--- src/rtl/inv_addkey_mixcol_stage.sv ---
// inv_addkey_mixcol_stage
//   Back end of an AES decryption round. Takes the state coming out of
//   inv_subbytes, XORs in the round key, then applies InvMixColumns unless
//   the beat belongs to the final round (round index 0). Two register stages
//   with valid/ready handshaking so the surrounding round engine can stall.
//
// Ports
//   clk        rising-edge clock
//   reset      asynchronous, active-high reset
//   in_valid   upstream beat valid
//   in_ready   this stage can accept a beat this cycle
//   in_state   128-bit state, byte k at [127-8k -: 8], column c = bytes 4c..4c+3
//   in_key     128-bit round key, same byte order
//   in_round   round index, 0 = final round (InvMixColumns skipped)
//   out_valid  out_state/out_round/out_last valid
//   out_ready  downstream accepts
//   out_state  round result
//   out_round  round index carried with the data
//   out_last   carried round index was 0
//   round_err  sticky flag: a beat with in_round > NR was accepted
//
// in_ready depends combinationally on out_ready; out_valid is purely registered.

module inv_addkey_mixcol_stage #(
  parameter int NR = 10,
  parameter int RW = 4
) (
  input  logic          clk,
  input  logic          reset,
  input  logic          in_valid,
  output logic          in_ready,
  input  logic [127:0]  in_state,
  input  logic [127:0]  in_key,
  input  logic [RW-1:0] in_round,
  output logic          out_valid,
  input  logic          out_ready,
  output logic [127:0]  out_state,
  output logic [RW-1:0] out_round,
  output logic          out_last,
  output logic          round_err
);

  // GF(2^8) doubling, reduction polynomial 0x11B
  function automatic logic [7:0] xt(input logic [7:0] b);
    return {b[6:0], 1'b0} ^ (b[7] ? 8'h1b : 8'h00);
  endfunction

  function automatic logic [7:0] mul09(input logic [7:0] a);
    return xt(xt(xt(a))) ^ a;
  endfunction

  function automatic logic [7:0] mul0b(input logic [7:0] a);
    return xt(xt(xt(a))) ^ xt(a) ^ a;
  endfunction

  function automatic logic [7:0] mul0d(input logic [7:0] a);
    return xt(xt(xt(a))) ^ xt(xt(a)) ^ a;
  endfunction

  function automatic logic [7:0] mul0e(input logic [7:0] a);
    return xt(xt(xt(a))) ^ xt(xt(a)) ^ xt(a);
  endfunction

  function automatic logic [31:0] inv_mix_col(input logic [31:0] col);
    logic [7:0] a0, a1, a2, a3;
    logic [7:0] b0, b1, b2, b3;
    a0 = col[31:24];
    a1 = col[23:16];
    a2 = col[15:8];
    a3 = col[7:0];
    b0 = mul0e(a0) ^ mul0b(a1) ^ mul0d(a2) ^ mul09(a3);
    b1 = mul0e(a1) ^ mul0b(a2) ^ mul0d(a3) ^ mul09(a0);
    b2 = mul0e(a2) ^ mul0b(a3) ^ mul0d(a0) ^ mul09(a1);
    b3 = mul0e(a3) ^ mul0b(a0) ^ mul0d(a1) ^ mul09(a2);
    return {b0, b1, b2, b3};
  endfunction

  function automatic logic [127:0] inv_mix_state(input logic [127:0] s);
    return {inv_mix_col(s[127:96]), inv_mix_col(s[95:64]),
            inv_mix_col(s[63:32]),  inv_mix_col(s[31:0])};
  endfunction

  logic          vld_p1, vld_p2;
  logic [127:0]  state_p1, state_p2;
  logic [RW-1:0] round_p1, round_p2;
  logic          last_p1, last_p2;
  logic          adv2, accept;
  logic [127:0]  mixed_p1;

  assign adv2     = !vld_p2 || out_ready;
  assign in_ready = !vld_p1 || adv2;
  assign accept   = in_valid && in_ready;
  assign mixed_p1 = last_p1 ? state_p1 : inv_mix_state(state_p1);

  // ---- stage 1: AddRoundKey ----
  always_ff @(posedge clk or posedge reset) begin
    if (reset) begin
      vld_p1    <= 1'b0;
      state_p1  <= '0;
      round_p1  <= '0;
      last_p1   <= 1'b0;
      round_err <= 1'b0;
    end else begin
      if (in_ready) vld_p1 <= in_valid;
      if (accept) begin
        state_p1 <= in_state ^ in_key;
        round_p1 <= in_round;
        last_p1  <= (in_round == '0);
        // out-of-range rounds still go through InvMixColumns; only flagged
        if (in_round > RW'(NR)) round_err <= 1'b1;
      end
    end
  end

  // ---- stage 2: InvMixColumns (bypassed on the final round) ----
  always_ff @(posedge clk or posedge reset) begin
    if (reset) begin
      vld_p2   <= 1'b0;
      state_p2 <= '0;
      round_p2 <= '0;
      last_p2  <= 1'b0;
    end else if (adv2) begin
      vld_p2 <= vld_p1;
      if (vld_p1) begin
        state_p2 <= mixed_p1;
        round_p2 <= round_p1;
        last_p2  <= last_p1;
      end
    end
  end

  assign out_valid = vld_p2;
  assign out_state = state_p2;
  assign out_round = round_p2;
  assign out_last  = last_p2;

endmodule
--- config.mk ---
export PLATFORM = sky130hd
export DESIGN_NAME = inv_addkey_mixcol_stage
export DESIGN_NICKNAME = d
export VERILOG_FILES = /design/src/rtl/inv_addkey_mixcol_stage.sv
export SDC_FILE = /design/constraint.sdc
export NUM_CORES = 1
export LEC_CHECK = 0
export CAP_MARGIN = 30
export CORE_ASPECT_RATIO = 1.1
export CORE_UTILIZATION = 58
export CTS_CLUSTER_DIAMETER = 30
export DETAILED_ROUTE_END_ITERATION = 8
export PLACE_DENSITY_LB_ADDON = 0.08
export SETUP_SLACK_MARGIN = 0.02
export SLEW_MARGIN = 20
export SYNTH_ARGS = -nofsm -noshare
export SYNTH_HDL_FRONTEND = slang
export SYNTH_SLANG_ARGS = --single-unit
--- constraint.sdc ---
create_clock -name clk -period 22.4 [get_ports clk]
set_input_delay 4.48 -clock clk [delete_from_list [all_inputs] [get_ports clk]]
set_output_delay 4.48 -clock clk [all_outputs]
set_load 0.05 [all_outputs]
==> results of run 1 <==
==> power by group <==
| group | total [mW] | switching, mW | internal [mW] |
|---|---|---|---|
| Combinational | 3.16 | 1.63 | 1.53 |
| Clock | 0.847 | 0.278 | 0.569 |
| Sequential | 0.859 | 0.207 | 0.653 |
| Total | 4.87 | 2.11 | 2.76 |
==> kinds of logic (layout without fill, tap and decap cells) <==
group | after synthesis | after routing | synth area share [%]
multiplexers | 60 | 60 | 2.92
AO/OA/AOI/OAI | 369 | 369 | 9.54
other | 0 | 1 | 0
flip-flops | 269 | 269 | 32.4
XOR/XNOR | 867 | 867 | 45.9
buffers and inverters | 199 | 520 | 4.11
AND/OR/NAND/NOR | 269 | 269 | 5.12
==> sequential cells by signal, indices dropped and copies added (netlist names) <==
name and flops:
last_p1 1, out_last 1, out_round 4, out_state 128, out_valid 1, round_err 1, round_p1 4, state_p1 128
vld_p1 1
==> metal layers <==
metal  up-vias  wire length [um]
met5         -                26
met4         4              1770
met3       114              3570
met2       525             28800
met1      7399             23200
li1       7155                 -
==> cells in the mapped netlist, drive strengths merged <==
master  instances  area share [%]
inv             1           0.018
or3             1           0.030
and3            6            0.18
xnor3         110              12
dfrtp         269              32
o21a           42             1.5
a21oi          69             1.7
nand2         225             4.1
a21o            1           0.036
nor2           24            0.43
or4             1           0.036
clkbuf        140             2.5
xnor2         601              26
xor2          135             5.9
xor3           21             2.4
buf            58             1.5
mux2i          56             2.7
o211ai          3            0.11
mux2            4            0.22
a41o            1           0.048
nand3b          2           0.072
o21ai         247             6.0
nand2b          6            0.18
o31a            2           0.084
and2            3           0.090
nand3           1           0.024
o22ai           4            0.12
==> worst paths after layout <==
| kind | start | to | cells after the start |
|---|---|---|---|
| min reg2reg | round_p1[2]$_DFFE_PP0P_ | out_round[2]$_DFFE_PP0P_ | 2 |
| max reg2reg | last_p1$_DFFE_PP0P_ | out_state[83]$_DFFE_PP0P_ | 6 |
| min | round_p1[2]$_DFFE_PP0P_ | out_round[2]$_DFFE_PP0P_ | 2 |
| min in group asynchronous | reset | state_p1[3]$_DFFE_PP0P_ | 2 |
| max in group asynchronous | reset | last_p1$_DFFE_PP0P_ | 5 |
| max | out_ready | in_ready | 3 |
==> layout make-up <==
type | count | area, um^2
Clock buffer | 72 | 1600
Sequential cell | 269 | 6740
Fill cell | 2521 | 8520
Clock inverter | 34 | 368
Multi-Input combinational cell | 1565 | 13200
Inverter | 1 | 11.3
Tap cell | 481 | 602
Timing Repair Buffer | 413 | 4200
Antenna cell | 1 | 2.50
==> metrics by stage <==
step           std cells  area, um^2  hold slack [ps]
2_1_floorplan       2033       20800              433
3_3_place_gp        2723       24600              448
3_5_place_dp        2727       24700              452
4_1_cts             2833       26700              463
5_1_grt             2836       26700              478
6_report            2836       26700              459
==> worst min-delay path: stages (launching register included) <==
cell	delay, ps
dfrtp_1	340
nand2_1	50
nand2_1	50
==> results.py, run 1 <==
metrics = {
    "status": {
        "status": "complete, no violations",
    },
    "timing": {
        "slew_viol_final": 0,
        "rsz0062_at_grt": "false",
        "fmax_mhz": 94.2,
        "layout_setup_ws_ps": 11790,
        "worst_pin_slew_ps": 782,
        "slew_headroom_pct": 47.9,
        "fin_setup_tns_ps": 0,
        "hold_viol": 0,
        "min_period_over_period_pct": 47.4,
        "period_needed_ps": 10610,
        "clock_skew_ps": 12.6,
        "setup-violations-final": 0,
    },
    "clock_network": {
        "postCtsSetupBuffers": 0,
        "clk_latency_ps": 590,
        "h-tree-depth": 2,
        "numCtsBuffers": 57,
        "post_cts_resized": 0,
        "clock-sinks": 269,
        "cts_max_path_buffers": 3,
        "cts-root-buf": "clkbuf_16",
        "clkTransAtPathRegs_ps": 50,
        "cts_tree": "built",
        "ctsHoldBuffers": 0,
    },
    "floorplanning": {
        "dieHeight_um": 200,
        "die_area_um2": 36500,
        "start_util_pct": 58.9,
        "core_um2": 35200,
        "die_x_um": 182,
        "pin_count": 400,
        "num_rows": 72,
    },
    "global_route": {
        "grt_max_degree": 94,
        "grt_usage_pct": 32.1,
        "grt_pass1_wl_um": 90500,
        "use_met1_pct": 39.7,
        "antenna_found_initial": 3,
        "grt_remaining_overflow": 0,
        "globalRouteMet3Util_pct": 6.45,
        "grt_util_met2_pct": 55.8,
        "grt_most_used_layer": "met2",
        "grt_pass1_vias": 16100,
    },
    "power_and_ir_drop": {
        "leakage_nw": 11.0,
        "power.density_nw_per_um2": 182,
        "vdd_ir_drop_max_mv": 0.109,
        "p_total_mw": 4.87,
    },
    "job": {
        "cap_violations": 0,
    },
    "worst_setup_path": {
        "slowest_delay_ps": 940,
        "cpMaxStageDelayCell": "clkdlybuf4s50_1",
        "path_delay_family": "buffers and inverters",
        "crit_type": "input port to primary output",
        "worstPathCellList": "clkdlybuf4s50_1, nand3b_1, clkdlybuf4s50_1",
        "critPathRequiredTime_ps": 17920,
        "crit_top_cell": "clkdlybuf4s50_1",
        "crit_buf_inv": 2,
        "crit_fanout": 4,
        "endpoint_kind": "primary output",
        "arrival_ps": 6130,
        "r2r_slack_ps": 19420,
        "startpoint_type": "input port",
    },
    "route": {
        "drt_iter0_markers": 697,
        "drt_wl_total_um": 57300,
        "drc": 0,
        "wire_per_inst_um": 20.2,
        "dr_total_vias": 15200,
        "viasPerCell": 5.36,
        "final_antenna_net_count": 0,
        "drt_first_pass_iters": 5,
    },
    "yosys": {
        "synth.distinct_cells": 36,
        "syn_area_um2": 20800,
        "synth-seq-cells": 269,
        "ys_warn_count": 0,
        "synth_nets": 2297,
        "syn_area_per_cell_um2": 10.2,
        "synth_cells": 2033,
        "seq_area_frac_synth_pct": 32.4,
    },
    "layout": {
        "layout_commonest_cell": "xnor2_1",
        "drive_gt1_share_pct": 5.78,
        "layout.nets": 2571,
        "final_cell_mix": "xnor2_1, clkdlybuf4s50_1, dfrtp_1",
        "syn2layout_area_growth_pct": 28.7,
        "fin_util_pct": 75.8,
    },
    "place": {
        "dpl.hpwl_um": 42000,
        "pre_cts_slack_ps": 11800,
        "port-buffer-count": 399,
        "place_congestion": 0.938,
    },
    "hold_path": {
        "holdCritPathClass": "flop to flop",
    },
}
(Power assumes the default switching activity.)
==> run 2: changes to the inputs <==
--- a/config.mk
+++ b/config.mk
@@ -7,7 +7,7 @@
 export LEC_CHECK = 0
 export CAP_MARGIN = 30
 export CORE_ASPECT_RATIO = 1.1
-export CORE_UTILIZATION = 58
+export CORE_UTILIZATION = 49
 export CTS_CLUSTER_DIAMETER = 30
 export DETAILED_ROUTE_END_ITERATION = 8
 export PLACE_DENSITY_LB_ADDON = 0.08
==> constraint.sdc (replaced) <==
create_clock -name clk -period 8.95 [get_ports clk]
set_input_delay 1.79 -clock clk [delete_from_list [all_inputs] [get_ports clk]]
set_output_delay 1.79 -clock clk [all_outputs]
set_load 0.05 [all_outputs]
==> run 2 against run 1 <==
  * Global-route usage down 5.3 points
  * Largest cell class unchanged
  * Hold slack is essentially flat
  * Setup slack lost 8000 ps
  * Sequential share of layout area decreased by 0.12 points
  * Clock power grew to 2.6 times the previous value
  * Clock skew rose by 2.2 ps
  * Register-to-register slack got worse by 13000 ps
  * Largest power group unchanged
  * Critical path depth unchanged
  * Die area up 18%
  * Total power rose to 2.5 times the previous value
==> results.py, run 2 (synthesis gave the netlist of run 1 again) <==
metrics = {
    "worst_setup_path": {
        "startpoint_type": "input port",
        "endpoint_kind": "primary output",
        "arrival_ps": 3350,
        "critPathRequiredTime_ps": 7160,
        "crit_fanout": 4,
        "crit_type": "input port to primary output",
    },
    "layout": {
        "multi_input_area_um2": 13200,
        "instances_no_fill": 2912,
        "drive_gt1_share_pct": 5.78,
        "seq_area_um2": 6740,
        "antenna_cells": 0,
        "final_cell_mix": "xnor2_1, clkdlybuf4s50_1, dfrtp_1",
        "syn2layout_area_growth_pct": 29.3,
        "fillCellCount": 3376,
        "stdcell_area_um2": 26800,
        "layout.nets": 2571,
        "layout_commonest_cell": "xnor2_1",
    },
    "timing": {
        "slew_headroom_pct": 39.1,
        "hold_viol": 0,
        "fmax_mhz": 195,
        "setup-violations-final": 0,
        "clock_skew_ps": 14.8,
        "worst_pin_slew_ps": 913,
        "rsz0062_at_grt": "false",
        "fin_setup_tns_ps": 0,
        "min_period_over_period_pct": 57.4,
        "slew_viol_final": 0,
        "period_needed_ps": 5140,
        "layout_setup_ws_ps": 3810,
    },
    "clock_network": {
        "h-tree-depth": 2,
        "cts_max_path_buffers": 3,
        "ctsHoldBuffers": 0,
        "cts-root-buf": "clkbuf_16",
        "postCtsSetupBuffers": 0,
        "post_cts_resized": 0,
        "clkTransAtPathRegs_ps": 40,
        "clock-sinks": 269,
        "numCtsBuffers": 58,
        "clk_latency_ps": 600,
        "cts_tree": "built",
    },
    "route": {
        "drt_wl_total_um": 57200,
        "drc": 0,
        "final_antenna_net_count": 0,
        "drt_first_pass_iters": 5,
        "dr_total_vias": 14900,
        "drt_iter0_markers": 742,
        "viasPerCell": 5.12,
        "wire_per_inst_um": 19.7,
    },
    "floorplanning": {
        "pin_count": 400,
        "die_area_um2": 43200,
        "num_rows": 78,
        "core_um2": 41500,
        "dieHeight_um": 218,
        "start_util_pct": 50.0,
        "die_x_um": 198,
    },
    "global_route": {
        "grt_pass1_vias": 15300,
        "antenna_found_initial": 1,
        "grt_usage_pct": 26.8,
        "grt_max_degree": 144,
        "grt_pass1_wl_um": 88200,
        "grt_remaining_overflow": 0,
    },
    "power_and_ir_drop": {
        "power.density_nw_per_um2": 456,
        "vdd_ir_drop_max_mv": 0.220,
        "p_total_mw": 12.2,
        "leakage_nw": 11.0,
    },
    "place": {
        "port-buffer-count": 399,
        "pre_cts_slack_ps": 3820,
        "dpl.hpwl_um": 42000,
        "place_area_um2": 24700,
        "place_congestion": 0.904,
        "placed_cells": 2805,
    },
    "status": {
        "status": "complete, no violations",
    },
    "job": {
        "cap_violations": 0,
    },
    "hold_path": {
        "holdCritPathClass": "flop to flop",
    },
}
-- run 2: cell count changes in the layout (fill, tap and decap cells not counted), moves of 2 or more --
cell / before / now
clkinv_2: 13 / 6
clkinvlp_4: 7 / 10
clkbuf_8: 7 / 9
clkbuf_1: 6 / 4
bufinv_16: 6 / 8
clkinv_4: 7 / 2
inv_6: 1 / 6
buf_16: 4 / 2
-- run 2: routing by layer --
| metal | wire [um] | up-vias | GRT usage [%] |
|---|---|---|---|
| li1 | - | 7132 | - |
| met1 | 23900 | 7215 | 34.1 |
| met2 | 28400 | 462 | 45.9 |
| met3 | 3480 | 85 | 4.72 |
| met4 | 1450 | 2 | 9.04 |
| met5 | 13 | - | 0 |
-- run 2: report_power, final --
group          switching, mW  total, mW  internal [mW]
combinational           4.02       7.85           3.84
clock                  0.719       2.22           1.50
sequential             0.517       2.15           1.63
total                   5.25       12.2           6.97
-- run 2: per-stage QoR --
| stage | hold WS, ps | util, % |
|---|---|---|
| 6_report | 459 | 64.7 |
| 5_1_grt | 494 | 64.7 |
| 4_1_cts | 462 | 64.6 |
| 3_5_place_dp | 449 | 59.6 |
| 3_3_place_gp | 446 | 59.6 |
| 2_1_floorplan | 433 | - |
-- run 2: layout make-up --
class	instances	area share, %
well taps	560	2.61
flip-flops and latches	269	25.1
clock buffers	72	6.02
repair buffers	412	15.5
clock inverters	33	1.60
inverters	1	0.0280
multi-input cells	1565	49.1
-- run 2: worst paths after layout --
kind	slack, ps	start	cells past startpoint	to
setup / recovery	3810	out_ready	3	in_ready
hold / removal	460	round_p1[3]$_DFFE_PP0P_	2	out_round[3]$_DFFE_PP0P_
setup reg to reg	6200	state_p1[110]$_DFFE_PP0P_	6	out_state[116]$_DFFE_PP0P_
hold reg to reg	460	round_p1[3]$_DFFE_PP0P_	2	out_round[3]$_DFFE_PP0P_
max in group asynchronous	5980	reset	5	state_p1[39]$_DFFE_PP0P_
min in group asynchronous	1570	reset	3	state_p1[111]$_DFFE_PP0P_
-- run 2: worst max-delay path, cell delays in order --
cell	delay [ps]
clkdlybuf4s50_1	460
nand3b_1	240
clkdlybuf4s50_1	860
